[src/rtl/req_issuer.sv]
// Command FIFO feeding a req/gnt handshake with a per-command timeout.
// Each command retires with a done pulse flagged as granted or timed out.
module req_issuer #(
    parameter int DEPTH   = 4,
    parameter int DW      = 8,
    parameter int TIMEOUT = 8,
    parameter int CNT_W   = 8
) (
    input  logic             clk,
    input  logic             rst_n,
    input  logic             cmd_valid,
    output logic             cmd_ready,
    input  logic [DW-1:0]    cmd_data,
    output logic             req,
    input  logic             gnt,
    output logic             done_valid,
    output logic [DW-1:0]    done_data,
    output logic             done_err,
    output logic [CNT_W-1:0] grant_cnt,
    output logic [CNT_W-1:0] timeout_cnt,
    output logic             spurious,
    output logic             busy
);

    localparam int AW = $clog2(DEPTH);
    localparam int WW = $clog2(TIMEOUT);
    localparam logic [WW-1:0] WAIT_LAST = WW'(TIMEOUT - 1);
    localparam logic [AW:0]   FULL_CNT  = (AW + 1)'(DEPTH);

    localparam logic [1:0] ST_IDLE = 2'd0;
    localparam logic [1:0] ST_REQ  = 2'd1;
    localparam logic [1:0] ST_COOL = 2'd2;

    logic [DW-1:0]    mem_q [DEPTH];
    logic [AW-1:0]    wr_ptr_q, rd_ptr_q;
    logic [AW:0]      count_q, count_d;
    logic [1:0]       state_q, state_d;
    logic [WW-1:0]    wait_q, wait_d;
    logic             req_q, req_d;
    logic             done_valid_q, done_valid_d;
    logic [DW-1:0]    done_data_q, done_data_d;
    logic             done_err_q, done_err_d;
    logic [CNT_W-1:0] grant_cnt_q, grant_cnt_d;
    logic [CNT_W-1:0] timeout_cnt_q, timeout_cnt_d;
    logic             spurious_q, spurious_d;
    logic             push, pop;
    logic [DW-1:0]    head;

    assign cmd_ready = (count_q != FULL_CNT);
    assign push      = cmd_valid && cmd_ready;
    assign head      = mem_q[rd_ptr_q];

    // Payload storage needs no reset; count_q alone says which slots are live.
    always_ff @(posedge clk) begin
        if (push) begin
            mem_q[wr_ptr_q] <= cmd_data;
        end
    end

    always_comb begin
        state_d       = state_q;
        wait_d        = wait_q;
        req_d         = req_q;
        done_valid_d  = 1'b0;
        done_data_d   = done_data_q;
        done_err_d    = done_err_q;
        grant_cnt_d   = grant_cnt_q;
        timeout_cnt_d = timeout_cnt_q;
        spurious_d    = spurious_q | (gnt && (state_q != ST_REQ));
        pop           = 1'b0;
        case (state_q)
            ST_IDLE: begin
                req_d = 1'b0;
                if (count_q != '0) begin
                    state_d = ST_REQ;
                    req_d   = 1'b1;
                    wait_d  = '0;
                end
            end
            ST_REQ: begin
                // gnt wins over a timeout landing on the same edge
                if (gnt) begin
                    pop          = 1'b1;
                    done_valid_d = 1'b1;
                    done_err_d   = 1'b0;
                    done_data_d  = head;
                    if (grant_cnt_q != '1) begin
                        grant_cnt_d = grant_cnt_q + CNT_W'(1);
                    end
                    req_d   = 1'b0;
                    state_d = ST_COOL;
                end else if (wait_q == WAIT_LAST) begin
                    pop          = 1'b1;
                    done_valid_d = 1'b1;
                    done_err_d   = 1'b1;
                    done_data_d  = head;
                    if (timeout_cnt_q != '1) begin
                        timeout_cnt_d = timeout_cnt_q + CNT_W'(1);
                    end
                    req_d   = 1'b0;
                    state_d = ST_COOL;
                end else begin
                    wait_d = wait_q + WW'(1);
                end
            end
            ST_COOL: begin
                req_d   = 1'b0;
                state_d = ST_IDLE;
            end
            default: begin
                req_d   = 1'b0;
                state_d = ST_IDLE;
            end
        endcase
    end

    always_comb begin
        count_d = count_q;
        case ({push, pop})
            2'b10:   count_d = count_q + (AW + 1)'(1);
            2'b01:   count_d = count_q - (AW + 1)'(1);
            default: count_d = count_q;
        endcase
    end

    always_ff @(posedge clk or negedge rst_n) begin
        if (!rst_n) begin
            wr_ptr_q      <= '0;
            rd_ptr_q      <= '0;
            count_q       <= '0;
            state_q       <= ST_IDLE;
            wait_q        <= '0;
            req_q         <= 1'b0;
            done_valid_q  <= 1'b0;
            done_data_q   <= '0;
            done_err_q    <= 1'b0;
            grant_cnt_q   <= '0;
            timeout_cnt_q <= '0;
            spurious_q    <= 1'b0;
        end else begin
            if (push) begin
                wr_ptr_q <= wr_ptr_q + AW'(1);
            end
            if (pop) begin
                rd_ptr_q <= rd_ptr_q + AW'(1);
            end
            count_q       <= count_d;
            state_q       <= state_d;
            wait_q        <= wait_d;
            req_q         <= req_d;
            done_valid_q  <= done_valid_d;
            done_data_q   <= done_data_d;
            done_err_q    <= done_err_d;
            grant_cnt_q   <= grant_cnt_d;
            timeout_cnt_q <= timeout_cnt_d;
            spurious_q    <= spurious_d;
        end
    end

    assign req         = req_q;
    assign done_valid  = done_valid_q;
    assign done_data   = done_data_q;
    assign done_err    = done_err_q;
    assign grant_cnt   = grant_cnt_q;
    assign timeout_cnt = timeout_cnt_q;
    assign spurious    = spurious_q;
    assign busy        = (count_q != '0) || (state_q != ST_IDLE);

endmodule

[config.mk]
export PLATFORM = sky130hd
export DESIGN_NAME = req_issuer
export DESIGN_NICKNAME = d
export VERILOG_FILES = /design/src/rtl/req_issuer.sv
export SDC_FILE = /design/constraint.sdc
export NUM_CORES = 1
export LEC_CHECK = 0
export CAP_MARGIN = 20
export CORE_MARGIN = 1.5
export CORE_UTILIZATION = 45
export DETAILED_ROUTE_END_ITERATION = 8
export PLACE_DENSITY = 0.76
export SYNTH_ARGS = -nofsm -noshare
export SYNTH_HDL_FRONTEND = slang
export SYNTH_SLANG_ARGS = --single-unit
[constraint.sdc]
create_clock -name clk -period 4 [get_ports clk]
set_input_delay 0.6 -clock clk [delete_from_list [all_inputs] [get_ports clk]]
set_output_delay 0.6 -clock clk [all_outputs]
set_load 0.01 [all_outputs]
Word level (Yosys, flattened, before mapping)
Memories as Yosys holds them, arrays and structs flattened.
Cells that the tools add are included.
{"block": "word_totals", "ff_bits": 40, "mem_bits_rw": 32, "wordCells": 70, "memories": 1}
{"block": "classes", "n_addsub": 7, "eq_ne": 12, "mux": 22, "bitwise_logic": 2, "reduce_logical": 14}
{"name": "mem_q", "depth": 4, "word_bits": 8, "read_ports": 1, "rd_ports_with_merged_regs": 0, "write_ports": 1, "line": "34", "rtl": "logic [DW-1:0] mem_q [DEPTH];"}
{"op": "$add A8 B1 Y8 const B", "n": 2}
{"op": "$mux W8", "n": 2}
{"op": "$ne A8 B8 Y1 const B", "n": 2}
{"op": "$pmux W3 S2", "n": 2}
{"op": "$mux W1", "n": 10}
{"op": "$mux W3", "n": 3}
{"op": "$reduce_and A4 Y1", "n": 2}
{"op": "$reduce_bool A2 Y1", "n": 4}
{"op": "$add A3 B1 Y3 const B", "n": 2}
{"op": "$mux W2", "n": 3}
{"op": "$ne A2 B2 Y1 const B", "n": 3}
{"op": "$ne A3 B3 Y1 const B", "n": 2}
{"op": "$add A2 B1 Y2 const B", "n": 2}
{"op": "$eq A2 B1 Y1 const B", "n": 2}
{"op": "$pmux W2 S2", "n": 1}
{"op": "$reduce_and A2 Y1", "n": 2}
{"op": "$eq A3 B3 Y1 const B", "n": 1}
{"op": "$reduce_and A3 Y1", "n": 1}
{"op": "$reduce_bool A3 Y1", "n": 1}
{"op": "$sub A3 B1 Y3 const B", "n": 1}
{"op": "$eq A2 B2 Y1 const B", "n": 1}
{"op": "$logic_and A1 B1 Y1", "n": 2}
{"op": "$logic_not A2 Y1", "n": 1}
{"op": "$ne A2 B1 Y1 const B", "n": 1}
{"op": "4 further kinds", "n": 4}

Longest topological paths before layout
Gate-level depths: netlist of run 1.
{"block": "logic_depth", "depth_word": 6, "mapped_depth": 9, "mapped_depth_nobuf": 9}

Worst setup path after synthesis of run 1
OpenSTA, ideal clock, no wires.
{"block": "synth_timing", "path_type": "register to register", "from": "register wait_q[0]", "to": "register count_q[2]", "setup_ns": 0.125, "t_arrival_ns": 2.095, "required_time_ns": 3.875, "slack_ns": 1.780, "stages_incl_launch_ff": 10, "synth_period_minus_slack_ns": 2.220, "path_cell_list": "dfrtp_1 -> ha_1 -> ha_1 -> nor2_1 -> nor2_4 -> ha_1 -> fa_1 -> xnor2_1 -> nor2_1 -> xor2_1"}
{"block": "synth_via", "elab_chain_cells": 6, "elab_cells_between_ends": 8, "classes_between": "eq/ne: 3; mux: 4; reduce/logical: 1"}
{"item": "start, declared", "line": "38", "rtl": "logic [WW-1:0] wait_q, wait_d;"}
{"item": "start signal, assigned", "line": "149", "rtl": "wait_q <= wait_d;"}
{"item": "$eq A3 B3 Y1 *", "line": "92", "rtl": "end else if (wait_q == WAIT_LAST) begin"}
{"item": "$mux W1 * (3 in series)"}
{"item": "named net done_valid_d", "line": "40", "rtl": "logic done_valid_q, done_valid_d;"}
{"item": "$eq A2 B1 Y1 / $eq A2 B2 Y1 (equally long branches)", "line": "119", "rtl": "case ({push, pop})"}
{"item": "$pmux W3 S2 / $reduce_bool A2 Y1 (equally long branches)"}
{"item": "end signal, assigned", "line": "147", "rtl": "count_q <= count_d;"}
{"item": "end, declared", "line": "36", "rtl": "logic [AW:0] count_q, count_d;"}
The timed path passes the listed nets; every way through them passes the cells marked *.
A chain may end at the register's enable or synchronous reset.

Final worst setup path of run 1
{"block": "layout_timing", "from": "input port gnt", "to": "register count_q[1]"}
{"block": "layout_via", "elab_chain_cells": 4, "elab_cells_between_ends": 6, "classes_between": "eq/ne: 2; mux: 3; reduce/logical: 1"}
{"item": "start, declared", "line": "15", "rtl": "input logic gnt,"}
{"item": "$mux W1 * (2 in series)"}
{"item": "named net done_valid_d", "line": "40"}
{"item": "$eq A2 B1 Y1 / $eq A2 B2 Y1 (equally long branches)", "line": "119"}
{"item": "$pmux W3 S2 *", "line": "119"}
{"item": "named net count_d[1]", "line": "36"}
Marked as above.

==> results of run 1 <==
## power by group through the flow
stage	combinational (mW)	sequential, mW	clock [mW]
after CTS	0.761	1.17	0.473
after global placement	0.732	1.18	0
final	0.747	1.17	0.465
after detailed placement	0.756	1.19	0
after floorplan	0.513	1.13	0
after global routing	0.820	1.20	0.505
## critical path, delay by kind of cell
family / cells / cell delay [ps]
adder cells (fa/ha/maj): 2 / 690
buffers and inverters: 1 / 620
AND/OR/NAND/NOR: 2 / 480
multiplexers: 1 / 260
## how the worst max path moves through the flow
stage / depth (start not counted) / slack (ps) / startpoint / end
floorplan: 9 / 1780 / wait_q[0]$_DFFE_PN0P_ / count_q[2]$_DFFE_PN0P_
global placement: 6 / 1300 / gnt / count_q[1]$_DFFE_PN0P_
detailed placement: 6 / 1210 / gnt / count_q[1]$_DFFE_PN0P_
CTS: 6 / 1560 / gnt / count_q[1]$_DFFE_PN0P_
global route: 9 / 1430 / wait_q[0]$_DFFE_PN0P_ / count_q[2]$_DFFE_PN0P_
finish: 6 / 1560 / gnt / count_q[1]$_DFFE_PN0P_
## cell usage after synthesis, types with 2 or more instances
cell type,number,share of area (%)
buf_4,2,0.48
ha_1,9,3.6
o21ai_0,2,0.32
and3_2,4,0.97
dfrtp_1,40,32
nor2_1,8,0.97
o211ai_1,2,0.48
a21oi_1,2,0.32
nand2b_1,4,0.81
nor4_1,2,0.40
nand4_1,3,0.61
xnor2_1,9,2.5
edfxtp_1,32,31
nand2_1,12,1.5
inv_1,6,0.73
a21o_1,2,0.48
and3_1,2,0.40
o2111a_1,2,0.73
mux4_2,8,5.8
nand3_1,4,0.65
nor3_1,4,0.65
xor2_1,3,0.85
mux2_1,5,1.8
mux2_2,12,4.4
o21ai_1,2,0.32
## layout by cell type (no fill, tap or decap), types with 5 or more instances in the layout
master | netlist | routed
nor2_1 | 8 | 8
mux2_2 | 12 | 12
xnor2_1 | 9 | 9
ha_1 | 9 | 9
clkdlybuf4s50_1 | 0 | 40
nand2_1 | 12 | 12
inv_1 | 6 | 6
clkbuf_8 | 0 | 9
mux2_1 | 5 | 5
dfrtp_1 | 40 | 40
mux4_2 | 8 | 8
edfxtp_1 | 32 | 32
## metal layers
metal	vias to the layer above	global-route usage, %
met3	8	3.46
met2	34	25.1
met4	0	7.48
met5	-	0
met1	901	19.5
li1	853	-
## logic make-up after synthesis
logic type               count (synthesis)  synth area share [%]
AO/OA/AOI/OAI                           15                  3.39
XOR/XNOR                                12                  3.39
adder cells (fa/ha/maj)                 10                  4.28
buffers and inverters                   11                  1.86
flip-flops                              72                  63.3
multiplexers                            27                  12.8
AND/OR/NAND/NOR                         56                  11.1
## sequential cells by signal (all words and copies together) (netlist names)
name	flops
mem_q	32
done_data	8
grant_cnt	8
timeout_cnt	8
count_q	3
wait_q	3
rd_ptr_q	2
state_q	2
wr_ptr_q	2
done_err	1
done_valid	1
req	1
spurious	1
## area by class of cell
| cell class | count | area [sq um] |
|---|---|---|
| clock buffers | 11 | 131 |
| clock inverters | 5 | 23.8 |
| fillers | 537 | 2990 |
| inverters | 6 | 22.5 |
| multi-input cells | 120 | 1080 |
| flip-flops and latches | 72 | 1960 |
| well taps | 80 | 100 |
| repair buffers | 41 | 405 |
## through the flow
stage	hold WS (ps)	area, sq um	setup slack (ps)	cells
after floorplan	304	3100	1780	203
after global placement	450	3570	1300	319
after detailed placement	455	3570	1210	319
after CTS	424	3730	1560	335
after global routing	448	3730	1430	335
final	378	3730	1560	335
==> out/metrics.yaml, run 1 <==
worst_setup_path:
  slowest_stage: "clkdlybuf4s50_1"
  startpoint_type: "input pin"
  worstReg2RegStart: "wait_q[0]$_DFFE_PN0P_"
  r2r_cells: 9
  rrSetupSlack_ps: 1620
  worstPathArrival_ps: 2660
  critPathKind: "input pin to flip-flop"
  max_stage_delay_ps: 620
  endpoint_kind: "flip-flop"
  worst-path-max-fanout: 11
  crit_chain: "clkdlybuf4s50_1 > nor2_1 > nor2_4 > ha_1 > fa_1 > mux2_2"
  r2r_end: "count_q[2]$_DFFE_PN0P_"
  worst-endpoint-required_ps: 4220
routing:
  routed.top_layer: "met4"
  ant_nets: 0
  dr_wl_met3_microns: 158
  drc: 0
  routed-wl-met2_mm: 2.55
  dr.pass1.iters: 5
  vias_per_cell: 5.36
  wire_per_inst_microns: 15.4
  drtIter0Drc: 110
  drt_wl_total_mm: 5.15
  num_vias: 1796
  met1Wirelength_mm: 2.35
die:
  fp.dieH_microns: 86.0
  die_width_microns: 86.0
  start_util_pct: 46.2
  ios: 42
  rows: 30
  core-area_sq_um: 6720
  die_area_sq_um: 7400
worst_hold_path:
  hp-class: "input pin to async pin"
timing:
  drv_slew: 0
  finalCriticalPeriod_ps: 2440
  finClkSkew_ps: 5.46
  hold_viol: 0
  timing.setup.tns_ps: 0
  final.period_utilization_pct: 60.9
  finalSetupViolCount: 0
  grt_setup_unrepaired: "no"
  relSlewSlack_pct: 41.5
  worst_slew_pin_slew_ps: 877
  fmax_mhz: 410
place:
  place.gp.congestion: 0.758
  io_buffers: 41
  hpwl_mm: 3.54
synthesis:
  ys_seq_elements: 72
  synthFlopType: "dfrtp_1"
  synth_edf_count: 32
  ys_types: 47
  syn_area_sq_um: 3100
  ys_seq_area_share_pct: 63.3
  synth_fp_nets: 225
  yosys_warnings: 0
  synth_area_per_cell_sq_um: 15.3
  synthCells: 203
  async_flop_share_pct: 55.6
clock_network:
  clock_latency_ps: 330
  post_cts_resized: 0
  numCtsBuffers: 9
  clock-sinks: 72
  holdBufCountCts: 0
  clockRootBuffer: "clkbuf_8"
  cts_tree: "done"
  cts_buffer_depth: 2
  post-cts-setup-buffer-count: 0
  h-tree-depth: 3
  path_clk_slew_ps: 70
power_and_ir_drop:
  seqPwrFrac_pct: 49.0
  switching_share_pct: 31.1
  peakVddDrop_uv: 212
  total_power_mw: 2.38
  power.switching_mw: 0.740
  p_per_area_nw_per_um2: 638
  combPwrFrac_pct: 31.4
  total_leakage_power_nw: 1.45
  p_clk_share_pct: 19.5
  power.internal_mw: 1.64
cells_and_area:
  fin_util_pct: 55.5
  drive_gt1_share_pct: 16.9
  fin_nets: 272
  diodes: 0
  area_growth_pct: 20.2
global_routing:
  grt_first_pass_wirelength_mm: 8.58
  overflow: 0
  grtUsageTotal_pct: 15.4
  grt_max_degree: 41
  grt_antenna_before_repair: 0
  first_global_vias: 1800
outcome:
  status: "complete, no violations"
job:
  maxCapViolations: 0
No activity file was read; power rests on OpenSTA's default activity.
==> run 2, diff against run 1 <==
- PLACE_DENSITY: 0.76 -> 0.79
- clock period: 4 -> 2.1 ns (I/O delays scaled with it)
==> run 2 against run 1 <==
Net effect: critical path depth is the same; non-clock buffer count rose by 17; register-to-register slack worse by 1500 ps; sequential share of layout area down 2.7 points; die area stayed put; cell area increased by 5.5%; combinational power increased by 130%; sequential power is 80% higher; flip-flop and latch count unchanged; critical endpoint unchanged; largest cell class unchanged; largest power group unchanged.
==> out/metrics.yaml, run 2 (synthesized netlist as in run 1, its figures left out) <==
timing:
  finClkSkew_ps: 9.81
  hold_viol: 0
  worst_slew_pin_slew_ps: 620
  final.period_utilization_pct: 96.2
  fmax_mhz: 495
  finalSetupViolCount: 0
  relSlewSlack_pct: 58.1
  finalCriticalPeriod_ps: 2020
  setup_ws_ps: 79.8
  timing.setup.tns_ps: 0
  drv_slew: 0
worst_setup_path:
  slowest_stage: "or3b_4"
  crit_chain: "or3b_4 > and2_4 > inv_1 > ha_4 > fa_2 > mux2_2"
  max_stage_delay_ps: 430
  worst-endpoint-required_ps: 2330
  critPathKind: "flip-flop to flip-flop"
  startpoint_type: "flip-flop"
  worst-path-stages: 6
  worst-path-max-fanout: 6
  r2r_cells: 6
  cp_top_family: "simple AND/OR/NAND/NOR gates"
  endpoint_kind: "flip-flop"
  worstPathArrival_ps: 2250
  crit_buf_inv: 1
place:
  place_inst: 332
  dp_slack_ps: -27.6
  place.gp.congestion: 0.775
  hpwl_mm: 3.69
  io_buffers: 41
  dpl_cell_area_sq_um: 3690
cells_and_area:
  top_register: "mem_q"
  regArea_sq_um: 1960
  multiInputGateArea_sq_um: 1120
  layout_common_cells: "dfrtp_1, clkdlybuf4s50_1, edfxtp_1"
  fill_cells: 517
  diodes: 0
  fin_nets: 289
  largest_register_ffs: 32
  fin_cells: 352
  drive_gt1_share_pct: 25.7
  area_growth_pct: 26.8
  stdcell_area_sq_um: 3930
worst_hold_path:
  hp-class: "input pin to async pin"
clock_network:
  h-tree-depth: 3
  path_clk_slew_ps: 80
  clockRootBuffer: "clkbuf_8"
  clock-sinks: 72
  numCtsBuffers: 9
  cts_buffer_depth: 2
  cts_tree: "done"
  clock_latency_ps: 340
die:
  rows: 30
  die_width_microns: 86.0
  fp.dieH_microns: 86.0
  core-area_sq_um: 6720
  start_util_pct: 46.2
  ios: 42
  die_area_sq_um: 7400
power_and_ir_drop:
  peakVddDrop_uv: 900
  total_leakage_power_nw: 1.55
  total_power_mw: 4.80
  p_per_area_nw_per_um2: 1220
global_routing:
  grt_first_pass_wirelength_mm: 8.97
  first_global_vias: 1890
  grt_max_degree: 22
  overflow: 0
  grtUsageTotal_pct: 15.9
  grt_antenna_before_repair: 0
routing:
  drc: 0
  dr.pass1.iters: 4
  wire_per_inst_microns: 15.3
  vias_per_cell: 5.28
  ant_nets: 0
  drt_wl_total_mm: 5.39
  drtIter0Drc: 124
  num_vias: 1859
outcome:
  status: "complete, no violations"
job:
  maxCapViolations: 0
[run 2: where the power goes]
part           leakage [nW]  switching [mW]  total (mW)  internal (mW)
Combinational         0.671           0.749        1.71          0.963
Sequential            0.790           0.239        2.11           1.87
Clock                0.0862           0.542       0.980          0.438
Total                  1.55            1.53        4.80           3.27
[run 2: repair_timing]
action                                 4_1_cts  5_1_grt
hold buffers                                 1        0
buffers inserted                             0        3
endpoints found under the hold margin       19        0
pin swaps                                    0        3
setup endpoints to repair                    1        3
gates resized for setup                      1        6
[run 2: layout make-up]
type	count	share of cell area (%)
Inverter	6	0.573
Timing Repair Buffer	58	13.9
Sequential cell	72	49.9
Multi-Input combinational cell	120	28.5
Clock buffer	9	3.15
Tap cell	80	2.55
Clock inverter	7	1.40
[run 2: path summary, 6_finish.rpt]
kind	from	endpoint	slack, ps
max	count_q[1]$_DFFE_PN0P_	count_q[1]$_DFFE_PN0P_	80
min	rst_n	done_data[2]$_DFFE_PN0P_	470
max reg2reg	count_q[1]$_DFFE_PN0P_	count_q[1]$_DFFE_PN0P_	80
min reg2reg	spurious$_DFF_PN0_	spurious$_DFF_PN0_	480
max in group asynchronous	rst_n	grant_cnt[0]$_DFFE_PN0P_	1140
min in group clk	spurious$_DFF_PN0_	spurious$_DFF_PN0_	480
[run 2: stage by stage]
| step | utilization [%] | hold slack [ps] |
|---|---|---|
| floorplan | - | 19.4 |
| global placement | 54.9 | 306 |
| detailed placement | 54.9 | 314 |
| CTS | 57.8 | 484 |
| global route | 58.5 | 509 |
| finish | 58.5 | 468 |
[run 2: routing by layer]
layer  up-vias  track usage (%)  share of wire, %  routed length (microns)
li1        886                -                 -                        -
met1       927             20.2                44                     2380
met2        35             26.5                51                     2730
met3        11             3.75               3.6                      193
met4         0             6.16               1.8                       95
met5         -                0                 0                        0
==> run 3, diff against run 2 <==
- CORE_UTILIZATION: 45 -> 40
- PLACE_DENSITY: 0.79 -> 0.73
==> run 3 against run 2 <==
Net effect: non-clock buffer count down 2; wire length decreased by 4.5%; sequential power hardly changed; cell area grew 0.83%; critical path depth is the same; clock skew is essentially flat; fmax grew 0.47%; register-to-register slack about the same; first-iteration DRC count fell by 40%; via count is 2.1% lower; count of clock-buffer cells in the layout unchanged; die area grew 12%; critical path type unchanged; largest cell class unchanged; largest power group unchanged; highest routed layer unchanged.
==> out/metrics.yaml, run 3 (synthesized netlist as in run 1, its figures left out) <==
cells_and_area:
  top_register: "mem_q"
  area_growth_pct: 27.8
  stdcell_area_sq_um: 3970
  diodes: 0
  fin_nets: 287
  layout_common_cells: "dfrtp_1, clkdlybuf4s50_1, edfxtp_1"
  fin_cells: 369
  drive_gt1_share_pct: 26.3
  final_common_cell: "dfrtp_1"
  largest_register_ffs: 32
clock_network:
  cts_tree: "done"
  path_clk_slew_ps: 80
  clock_latency_ps: 330
  holdBufCountCts: 0
  cts_buffer_depth: 2
  clock-sinks: 72
  numCtsBuffers: 9
  h-tree-depth: 3
  clockRootBuffer: "clkbuf_8"
timing:
  relSlewSlack_pct: 60.8
  drv_slew: 0
  grt_setup_unrepaired: "no"
  final.period_utilization_pct: 95.8
  hold_viol: 0
  timing.setup.tns_ps: 0
  finClkSkew_ps: 9.69
  finalSetupViolCount: 0
  fin_hold_ws_ps: 40.3
  fmax_mhz: 497
  finalCriticalPeriod_ps: 2010
  worst_slew_pin_slew_ps: 579
routing:
  dr.pass1.iters: 4
  dr_wl_met3_microns: 122
  ant_nets: 0
  met1Wirelength_mm: 2.46
  drt_wl_total_mm: 5.15
  vias_per_cell: 4.93
  drc: 0
  routed.top_layer: "met4"
  wire_per_inst_microns: 14.0
  routed-wl-met2_mm: 2.50
  num_vias: 1820
  drtIter0Drc: 74
die:
  die_area_sq_um: 8290
  core-area_sq_um: 7370
  start_util_pct: 42.1
  fp.dieH_microns: 91.1
  ios: 42
  die_width_microns: 91.1
  rows: 31
worst_setup_path:
  critPathKind: "flip-flop to flip-flop"
  startpoint_type: "flip-flop"
  endpoint_kind: "flip-flop"
  worst-endpoint-required_ps: 2320
  worstPathArrival_ps: 2230
  worst-path-max-fanout: 3
place:
  io_buffers: 41
  dpl_cell_area_sq_um: 3710
  hpwl_mm: 3.55
  place.gp.congestion: 0.711
  place_inst: 352
global_routing:
  grtUsageTotal_pct: 13.4
  grt_first_pass_wirelength_mm: 8.60
  overflow: 0
  grt_max_degree: 41
  first_global_vias: 1785
  grt_antenna_before_repair: 0
power_and_ir_drop:
  p_per_area_nw_per_um2: 1230
  peakVddDrop_uv: 619
  total_leakage_power_nw: 1.54
outcome:
  status: "complete, no violations"
job:
  maxCapViolations: 0
worst_hold_path:
  hp-class: "input pin to async pin"
run 3: final cells by class:
type,count,area (sq um)
flip-flops and latches,72,1960
clock inverters,7,80.1
fillers,613,3400
multi-input cells,120,1130
inverters,6,22.5
well taps,99,124
repair buffers,56,520
clock buffers,9,124
run 3: path summary, 6_finish.rpt:
kind | from | endpoint | slack, ps | depth (start not counted)
hold / removal | rst_n | grant_cnt[7]$_DFFE_PN0P_ | 40 | 2
setup / recovery | count_q[1]$_DFFE_PN0P_ | count_q[1]$_DFFE_PN0P_ | 90 | 6
max in group asynchronous | rst_n | spurious$_DFF_PN0_ | 1700 | 2
setup reg to reg | count_q[1]$_DFFE_PN0P_ | count_q[1]$_DFFE_PN0P_ | 90 | 6
hold reg to reg | wait_q[0]$_DFFE_PN0P_ | wait_q[0]$_DFFE_PN0P_ | 500 | 1
min in group clk | wait_q[0]$_DFFE_PN0P_ | wait_q[0]$_DFFE_PN0P_ | 500 | 1
run 3: report_power, final:
| part | total, mW | internal (mW) | switching [mW] | leakage (nW) |
|---|---|---|---|---|
| Combinational | 1.68 | 0.970 | 0.706 | 0.658 |
| Clock | 1.09 | 0.558 | 0.536 | 0.0960 |
| Sequential | 2.12 | 1.87 | 0.247 | 0.790 |
| Total | 4.89 | 3.40 | 1.49 | 1.54 |
run 3: metrics by stage:
step	worst slack (ps)	total power, mW	utilization (%)
after global routing	4.32	5.19	53.8
after floorplan	20.8	3.13	-
after CTS	4.71	4.89	53.2
after global placement	0.233	3.73	50.3
final	89.2	4.89	53.8
after detailed placement	-19.8	3.78	50.3
run 3: timing repair:
action	in CTS	in global routing
setup buffers	1	0
resized for setup	1	9
endpoints found under the setup margin	2	4
pin swaps	0	8
run 3: layer usage:
| layer | up-vias | track usage (%) |
|---|---|---|
| met1 | 902 | 18.8 |
| met2 | 26 | 19.7 |
| met3 | 5 | 3.02 |
| li1 | 887 | - |
| met5 | - | 0 |
| met4 | 0 | 6.77 |
run 3: critical path, stage by stage (launching register included):
cell	delay [ps]
dfrtp_1	410
or3b_4	410
and2_4	180
inv_2	70
ha_4	140
fa_2	420
mux2_2	260
